`src/rtl/tanh_lane_scheduler_if.sv`:
```
// Job and core-side signals of the tanh lane scheduler.
// The scheduler is the slave. The surrounding datapath and the tanh core act as the master.
// Handshake: a job request is start=1 in a cycle where the scheduler is IDLE or DONE, and it is
// taken at that clock edge. The core is released while core_reset=0. The core reports a result by
// holding core_done=1 with core_out valid in the same cycle. A request made while busy is dropped.
interface tanh_lane_scheduler_if #(
  parameter int DATA_WIDTH = 32,
  parameter int N          = 16
);
  localparam int IDX_W = (N > 1) ? $clog2(N) : 1;

  logic                    start;
  logic [N*DATA_WIDTH-1:0] x;
  logic [DATA_WIDTH-1:0]   core_x;
  logic                    core_reset;
  logic [DATA_WIDTH-1:0]   core_out;
  logic                    core_done;
  logic [N*DATA_WIDTH-1:0] Output;
  logic                    FinishedTanh;
  logic                    busy;
  logic                    timeout_err;
  logic [IDX_W-1:0]        lane_idx;

  modport master (
    output start, x, core_out, core_done,
    input  core_x, core_reset, Output, FinishedTanh, busy, timeout_err, lane_idx
  );

  modport slave (
    input  start, x, core_out, core_done,
    output core_x, core_reset, Output, FinishedTanh, busy, timeout_err, lane_idx
  );
endinterface

```
`src/rtl/tanh_lane_scheduler.sv`:
```
// Shares one tanh core across an N-lane packed float vector, one lane at a time.
// Lane 0 sits in the MSBs of both x and Output.
module tanh_lane_scheduler #(
  parameter int DATA_WIDTH = 32,
  parameter int N          = 16,
  parameter int TIMEOUT    = 1024
) (
  input  logic                 clk,
  input  logic                 resetExternal,
  tanh_lane_scheduler_if.slave bus,
  output logic [1:0]           state_dbg
);
  localparam int IDX_W = (N > 1) ? $clog2(N) : 1;
  localparam int CNT_W = (TIMEOUT > 1) ? $clog2(TIMEOUT) : 1;
  localparam logic [CNT_W-1:0] CNT_LAST = CNT_W'(TIMEOUT - 1);
  localparam logic [IDX_W-1:0] IDX_LAST = IDX_W'(N - 1);

  typedef enum logic [1:0] {
    IDLE = 2'd0,
    LOAD = 2'd1,
    RUN  = 2'd2,
    DONE = 2'd3
  } state_t;

  state_t                  state;
  state_t                  state_nxt;
  logic [DATA_WIDTH-1:0]   x_lane   [N];
  logic [DATA_WIDTH-1:0]   xreg     [N];
  logic [DATA_WIDTH-1:0]   out_lane [N];
  logic [N*DATA_WIDTH-1:0] out_packed;
  logic [IDX_W-1:0]        lane_idx;
  logic [CNT_W-1:0]        run_cnt;
  logic [DATA_WIDTH-1:0]   core_x_q;
  logic                    timeout_err_q;
  logic                    accept;
  logic                    lane_wr;
  logic                    lane_to;
  logic                    last_lane;

  // Unpack the input vector and pack the result vector, lane 0 in the MSBs.
  for (genvar g = 0; g < N; g++) begin : g_lane
    assign x_lane[g] = bus.x[(N-g)*DATA_WIDTH-1 -: DATA_WIDTH];
    assign out_packed[(N-g)*DATA_WIDTH-1 -: DATA_WIDTH] = out_lane[g];
  end

  assign last_lane = (lane_idx == IDX_LAST);

  // State register.
  always_ff @(posedge clk) begin
    if (resetExternal) begin
      state <= IDLE;
    end else begin
      state <= state_nxt;
    end
  end

  // Next state plus the accept and lane-write strobes. core_done only matters in RUN, and it
  // takes priority over the timeout so a late but valid result is kept.
  always_comb begin
    state_nxt = state;
    accept    = 1'b0;
    lane_wr   = 1'b0;
    lane_to   = 1'b0;
    case (state)
      IDLE, DONE: begin
        if (bus.start) begin
          accept    = 1'b1;
          state_nxt = LOAD;
        end
      end
      LOAD: state_nxt = RUN;
      RUN: begin
        if (bus.core_done) begin
          lane_wr = 1'b1;
        end else if (run_cnt == CNT_LAST) begin
          lane_wr = 1'b1;
          lane_to = 1'b1;
        end
        if (lane_wr) begin
          state_nxt = last_lane ? DONE : LOAD;
        end
      end
      default: state_nxt = IDLE;
    endcase
  end

  // Job datapath: latch on accept, present the operand in LOAD, count and write back in RUN.
  always_ff @(posedge clk) begin
    if (resetExternal) begin
      xreg          <= '{default: '0};
      out_lane      <= '{default: '0};
      lane_idx      <= '0;
      run_cnt       <= '0;
      core_x_q      <= '0;
      timeout_err_q <= 1'b0;
    end else begin
      if (accept) begin
        xreg          <= x_lane;
        out_lane      <= '{default: '0};
        timeout_err_q <= 1'b0;
        lane_idx      <= '0;
      end
      if (state == LOAD) begin
        core_x_q <= xreg[lane_idx];
        run_cnt  <= '0;
      end
      if (state == RUN && !lane_wr) begin
        run_cnt <= run_cnt + CNT_W'(1);
      end
      if (lane_wr) begin
        out_lane[lane_idx] <= lane_to ? '0 : bus.core_out;
        if (lane_to) begin
          timeout_err_q <= 1'b1;
        end
        if (!last_lane) begin
          lane_idx <= lane_idx + IDX_W'(1);
        end
      end
    end
  end

  assign bus.core_x       = core_x_q;
  assign bus.core_reset   = (state != RUN);
  assign bus.Output       = out_packed;
  assign bus.FinishedTanh = (state == DONE);
  assign bus.busy         = (state == LOAD) || (state == RUN);
  assign bus.timeout_err  = timeout_err_q;
  assign bus.lane_idx     = lane_idx;
  assign state_dbg        = state;
endmodule

```
`src/flat_wrapper.sv`:
```
// flat-port wrapper written by rule: the top's interface ports become plain ports
module tanh_lane_scheduler_flat 
#(
  parameter int DATA_WIDTH = 32,
  parameter int N          = 16,
  parameter int TIMEOUT    = 1024
)
  (clk, resetExternal, state_dbg, bus_start, bus_x, bus_core_out, bus_core_done, bus_core_x, bus_core_reset, bus_Output, bus_FinishedTanh, bus_busy, bus_timeout_err, bus_lane_idx);
  tanh_lane_scheduler_if #(.DATA_WIDTH(DATA_WIDTH), .N(N)) bus_i ();
  input  logic clk;
  input  logic resetExternal;
  output logic [1:0] state_dbg;
  input wire logic [$bits(bus_i.start)-1:0] bus_start;
  input wire logic [$bits(bus_i.x)-1:0] bus_x;
  input wire logic [$bits(bus_i.core_out)-1:0] bus_core_out;
  input wire logic [$bits(bus_i.core_done)-1:0] bus_core_done;
  output wire logic [$bits(bus_i.core_x)-1:0] bus_core_x;
  output wire logic [$bits(bus_i.core_reset)-1:0] bus_core_reset;
  output wire logic [$bits(bus_i.Output)-1:0] bus_Output;
  output wire logic [$bits(bus_i.FinishedTanh)-1:0] bus_FinishedTanh;
  output wire logic [$bits(bus_i.busy)-1:0] bus_busy;
  output wire logic [$bits(bus_i.timeout_err)-1:0] bus_timeout_err;
  output wire logic [$bits(bus_i.lane_idx)-1:0] bus_lane_idx;
  assign bus_i.start = bus_start;
  assign bus_i.x = bus_x;
  assign bus_i.core_out = bus_core_out;
  assign bus_i.core_done = bus_core_done;
  assign bus_core_x = bus_i.core_x;
  assign bus_core_reset = bus_i.core_reset;
  assign bus_Output = bus_i.Output;
  assign bus_FinishedTanh = bus_i.FinishedTanh;
  assign bus_busy = bus_i.busy;
  assign bus_timeout_err = bus_i.timeout_err;
  assign bus_lane_idx = bus_i.lane_idx;
  tanh_lane_scheduler #(.DATA_WIDTH(DATA_WIDTH), .N(N), .TIMEOUT(TIMEOUT)) u_core (.clk(clk), .resetExternal(resetExternal), .bus(bus_i), .state_dbg(state_dbg));
endmodule
```
`config.mk`:
```
export PLATFORM = sky130hd
export DESIGN_NAME = tanh_lane_scheduler_flat
export DESIGN_NICKNAME = d
export VERILOG_FILES = /design/src/rtl/tanh_lane_scheduler_if.sv /design/src/rtl/tanh_lane_scheduler.sv /design/src/flat_wrapper.sv
export SDC_FILE = /design/constraint.sdc
export NUM_CORES = 2
export LEC_CHECK = 0
export ABC_AREA = 1
export BUFFER_PORTS_ARGS = -buffer_cell sky130_fd_sc_hd__buf_2
export CORE_AREA = 5 5 429 431
export DETAILED_ROUTE_END_ITERATION = 8
export DIE_AREA = 0 0 434 436
export PLACE_DENSITY = 0.48
export SYNTH_ARGS = -nofsm -noshare
export SYNTH_HDL_FRONTEND = slang
export SYNTH_SLANG_ARGS = --single-unit
```
`constraint.sdc`:
```
create_clock -name clk -period 2.25 [get_ports clk]
set_input_delay 0 -clock clk [delete_from_list [all_inputs] [get_ports clk]]
set_output_delay 0 -clock clk [all_outputs]
set_load 0.02 [all_outputs]
```
==> results.json <==
{
  "outcome": "finished, final reports clean",
  "cts.sinks": 1073,
  "grt_pass1_wl_um": 364000,
  "yosys.area.top_type": "dfxtp_1",
  "wl_per_cell_um": 23.3,
  "grt_max_degree": 99,
  "whs_path_depth": 4,
  "drc": 0,
  "routed_wl_um": 261000,
  "max_freq_mhz": 463,
  "cp_max_fo": 18,
  "clkLatencyLatePin_ns": 0.78,
  "clock_path_buffers": 3,
  "max_cap_violations": 0,
  "pin_count": 1102,
  "min_period_over_period_pct": 95.9,
  "fin_nets": 9276,
  "avgSynthCellArea_um2": 6.59,
  "min_path_type": "in2reg",
  "syn-num-nets": 7609,
  "cts_root_buffer": "clkbuf_16",
  "critPathKind": "reg2reg",
  "tightest_slew_ns": 0.936,
  "r2r-start": "u_core.run_cnt[0]",
  "synth_seq_cells": 1073,
  "dp_hpwl_um": 185000,
  "nFillCells": 18700,
  "syn_area_um2": 46400,
  "cts_buffers": 132,
  "start_util_pct": 25.8,
  "gp_congestion": 0.900,
  "dr_total_vias": 52800,
  "die_h_um": 436,
  "critPathLaunchType": "register",
  "antenna_found_initial": 30,
  "ys_seq_area_share_pct": 46.2,
  "slowest_delay_ns": 0.59,
  "vias_per_cell": 4.71,
  "drt_first_iter_violations": 4385,
  "die_w_um": 434,
  "fin_crit_ns": 2.16,
  "cts_tree": "yes",
  "min_from": "bus_x[229]",
  "grt_overflow": 0,
  "clock_skew_ns": 0.0274,
  "ant_nets": 0,
  "synth.most_common_cell": "nand2_1",
  "r2r_cells": 10,
  "synth.distinct_cells": 30,
  "end_kind": "register",
  "async_reset_ff_share_pct": 0,
  "synthTopCellsByArea": "dfxtp_1 (46%), nand2_1 (17%), nor2_1 (12%)",
  "grt_usage_pct": 26.2,
  "synthTopCellsByCount": "nand2_1 (2,083), nor2_1 (1,441), dfxtp_1 (1,073)",
  "portBuffers": 1101,
  "final_hold_viol_count": 0,
  "rrSetupSlack_ns": 0.09,
  "die_area_um2": 189000,
  "synth_top_area_share_pct": 46.2,
  "grt_pass1_vias": 50800,
  "synth_edf_count": 0,
  "core_area_um2": 180000,
  "crit_chain": "ha_2, nand2_2, nor2_4, buf_4, nand4_4, buf_12, nand2_1, inv_2, o21ai_0, nor2_1",
  "min_to": "u_core.xreg[229]",
  "drive_gt1_share_pct": 19.0,
  "synthToLayoutAreaGrowth_pct": 45.3,
  "ys.warnings.count": 0,
  "setup_viol": 0,
  "leakage_nw": 33.1,
  "max-vdd-ir-drop_mv": 0.666,
  "p_total_mw": 51.0,
  "cp_slowest_cell": "inv_2",
  "htreeDepth": 4,
  "final_util_pct": 37.5,
  "stdcell_count": 11200,
  "max-slew-margin-rel_pct": 37.6,
  "rsz0062_at_grt": "true",
  "cp.arrival_ns": 2.86,
  "power_density_nw_per_um2": 755,
  "cp.required_ns": 2.95,
  "finalMaxSlewViolations": 0,
  "place_inst": 10300,
  "netlist_instances": 7053,
  "r2r_end": "u_core.bus.Output[3]",
  "firstDrtPassIters": 8,
  "rows": 156,
  "clkTransAtPathRegs_ns": 0.06,
  "ys.flop_type": "dfxtp_1"
}
## how the worst max path moves through the flow
stage	endpoint	start	cells past startpoint
final	u_core.bus.Output[3]	u_core.run_cnt[0]	10
after global routing	u_core.bus.Output[3]	u_core.run_cnt[0]	10
after CTS	u_core.bus.Output[5]	u_core.bus.lane_idx[0]	8
after detailed placement	u_core.bus.Output[28]	u_core.run_cnt[1]	10
after global placement	u_core.bus.Output[4]	u_core.run_cnt[1]	10
after floorplan	u_core.bus.Output[422]	u_core.bus.lane_idx[0]	11
## where the power goes
group	internal, mW	leakage, nW	switching (mW)
sequential	20.3	8.77	0.566
clock	12.5	2.10	8.99
combinational	3.12	22.2	5.45
total	35.9	33.1	15.0
## metal layers
metal	up-vias	global-route usage, %	wire length [µm]	share of wire (%)
met5	-	0	81	0.031
met4	14	15.8	18500	7.1
li1	25300	-	-	-
met2	2182	44.4	123000	47
met3	628	6.60	19700	7.5
met1	24700	29.7	99700	38
## placed cells by master (no fill, tap or decap), types with 3 or more instances in the layout
master,Yosys,routed
clkbuf_1,398,34
buf_2,85,1102
o21ai_1,2,15
o211ai_1,96,96
clkinv_2,0,15
nand3_2,2,5
a21oi_1,336,336
dfxtp_1,1073,1070
buf_16,0,3
bufinv_16,0,4
nor2_1,1441,1431
nand2_2,8,9
inv_4,0,3
buf_12,1,93
clkinvlp_4,0,3
ha_1,8,5
clkbuf_8,0,27
inv_1,455,452
dlygate4sd3_1,0,656
nand3_4,10,12
buf_4,12,203
nor2_2,5,10
o21ai_0,621,608
inv_2,13,10
inv_6,0,7
diode_2,0,22
clkbuf_16,0,143
nand3_1,356,351
nand2_1,2083,2081
nor2_4,3,8
ha_2,0,3
## repair_timing
action,CTS,global route
endpoints found under the setup margin,33,113
hold buffers,656,0
buffers inserted,4,9
cloned,1,6
resized for setup,7,23
pin swaps,1,5
hold endpoints to repair,1003,0
## per-stage QoR
step | setup WS, ns | setup TNS [ns] | hold slack (ns) | area (µm²)
after detailed placement | -0.232 | -6.89 | 0.260 | 56100
after global routing | -0.0201 | -0.0201 | 0.00673 | 67400
after global placement | -0.206 | -5.43 | 0.256 | 56100
final | 0.0915 | 0 | 0.0613 | 67500
after floorplan | 0.0138 | 0 | 0.0691 | 46400
after CTS | 0.00513 | 0 | 0.000338 | 67100
## logic make-up after synthesis
| family | count (synthesis) | synth area share, % |
|---|---|---|
| fa+ha+maj | 8 | 0.216 |
| buf+inv | 1001 | 8.50 |
| simple gates | 3913 | 33.1 |
| flops | 1073 | 46.2 |
| xor+xnor | 1 | 0.0189 |
| compound gates | 1057 | 11.9 |
## cell type report
class / count / area (µm²) / share of cell area (%)
sequential: 1073 / 21500 / 31.9
multi-input combinational: 4979 / 21200 / 31.4
timing repair buffer: 2064 / 15700 / 23.3
clock buffer: 198 / 3930 / 5.82
tap: 2370 / 2970 / 4.40
inverter: 470 / 1790 / 2.66
clock inverter: 33 / 352 / 0.521
antenna: 22 / 55.1 / 0.0816
## critical path: cells and delay by family (launching register included)
family	cells	cell delay, ns
buffers and inverters	3	0.91
DFF	1	0.32
adders and majority gates	1	0.19
AOI/OAI and AO/OA	1	0.17
and+or+nand+nor	5	0.46
## sequential cells by signal, indices dropped and copies added, names as in the netlist
| name | cells |
|---|---|
| u_core.run_cnt | 10 |
| u_core.bus.timeout_err | 1 |
| u_core.bus.core_x | 32 |
| u_core.bus.lane_idx | 4 |
| u_core.bus.Output | 512 |
| u_core.state_dbg | 2 |
| u_core.xreg | 512 |
Note: power is estimated with default switching activity, not from simulation.
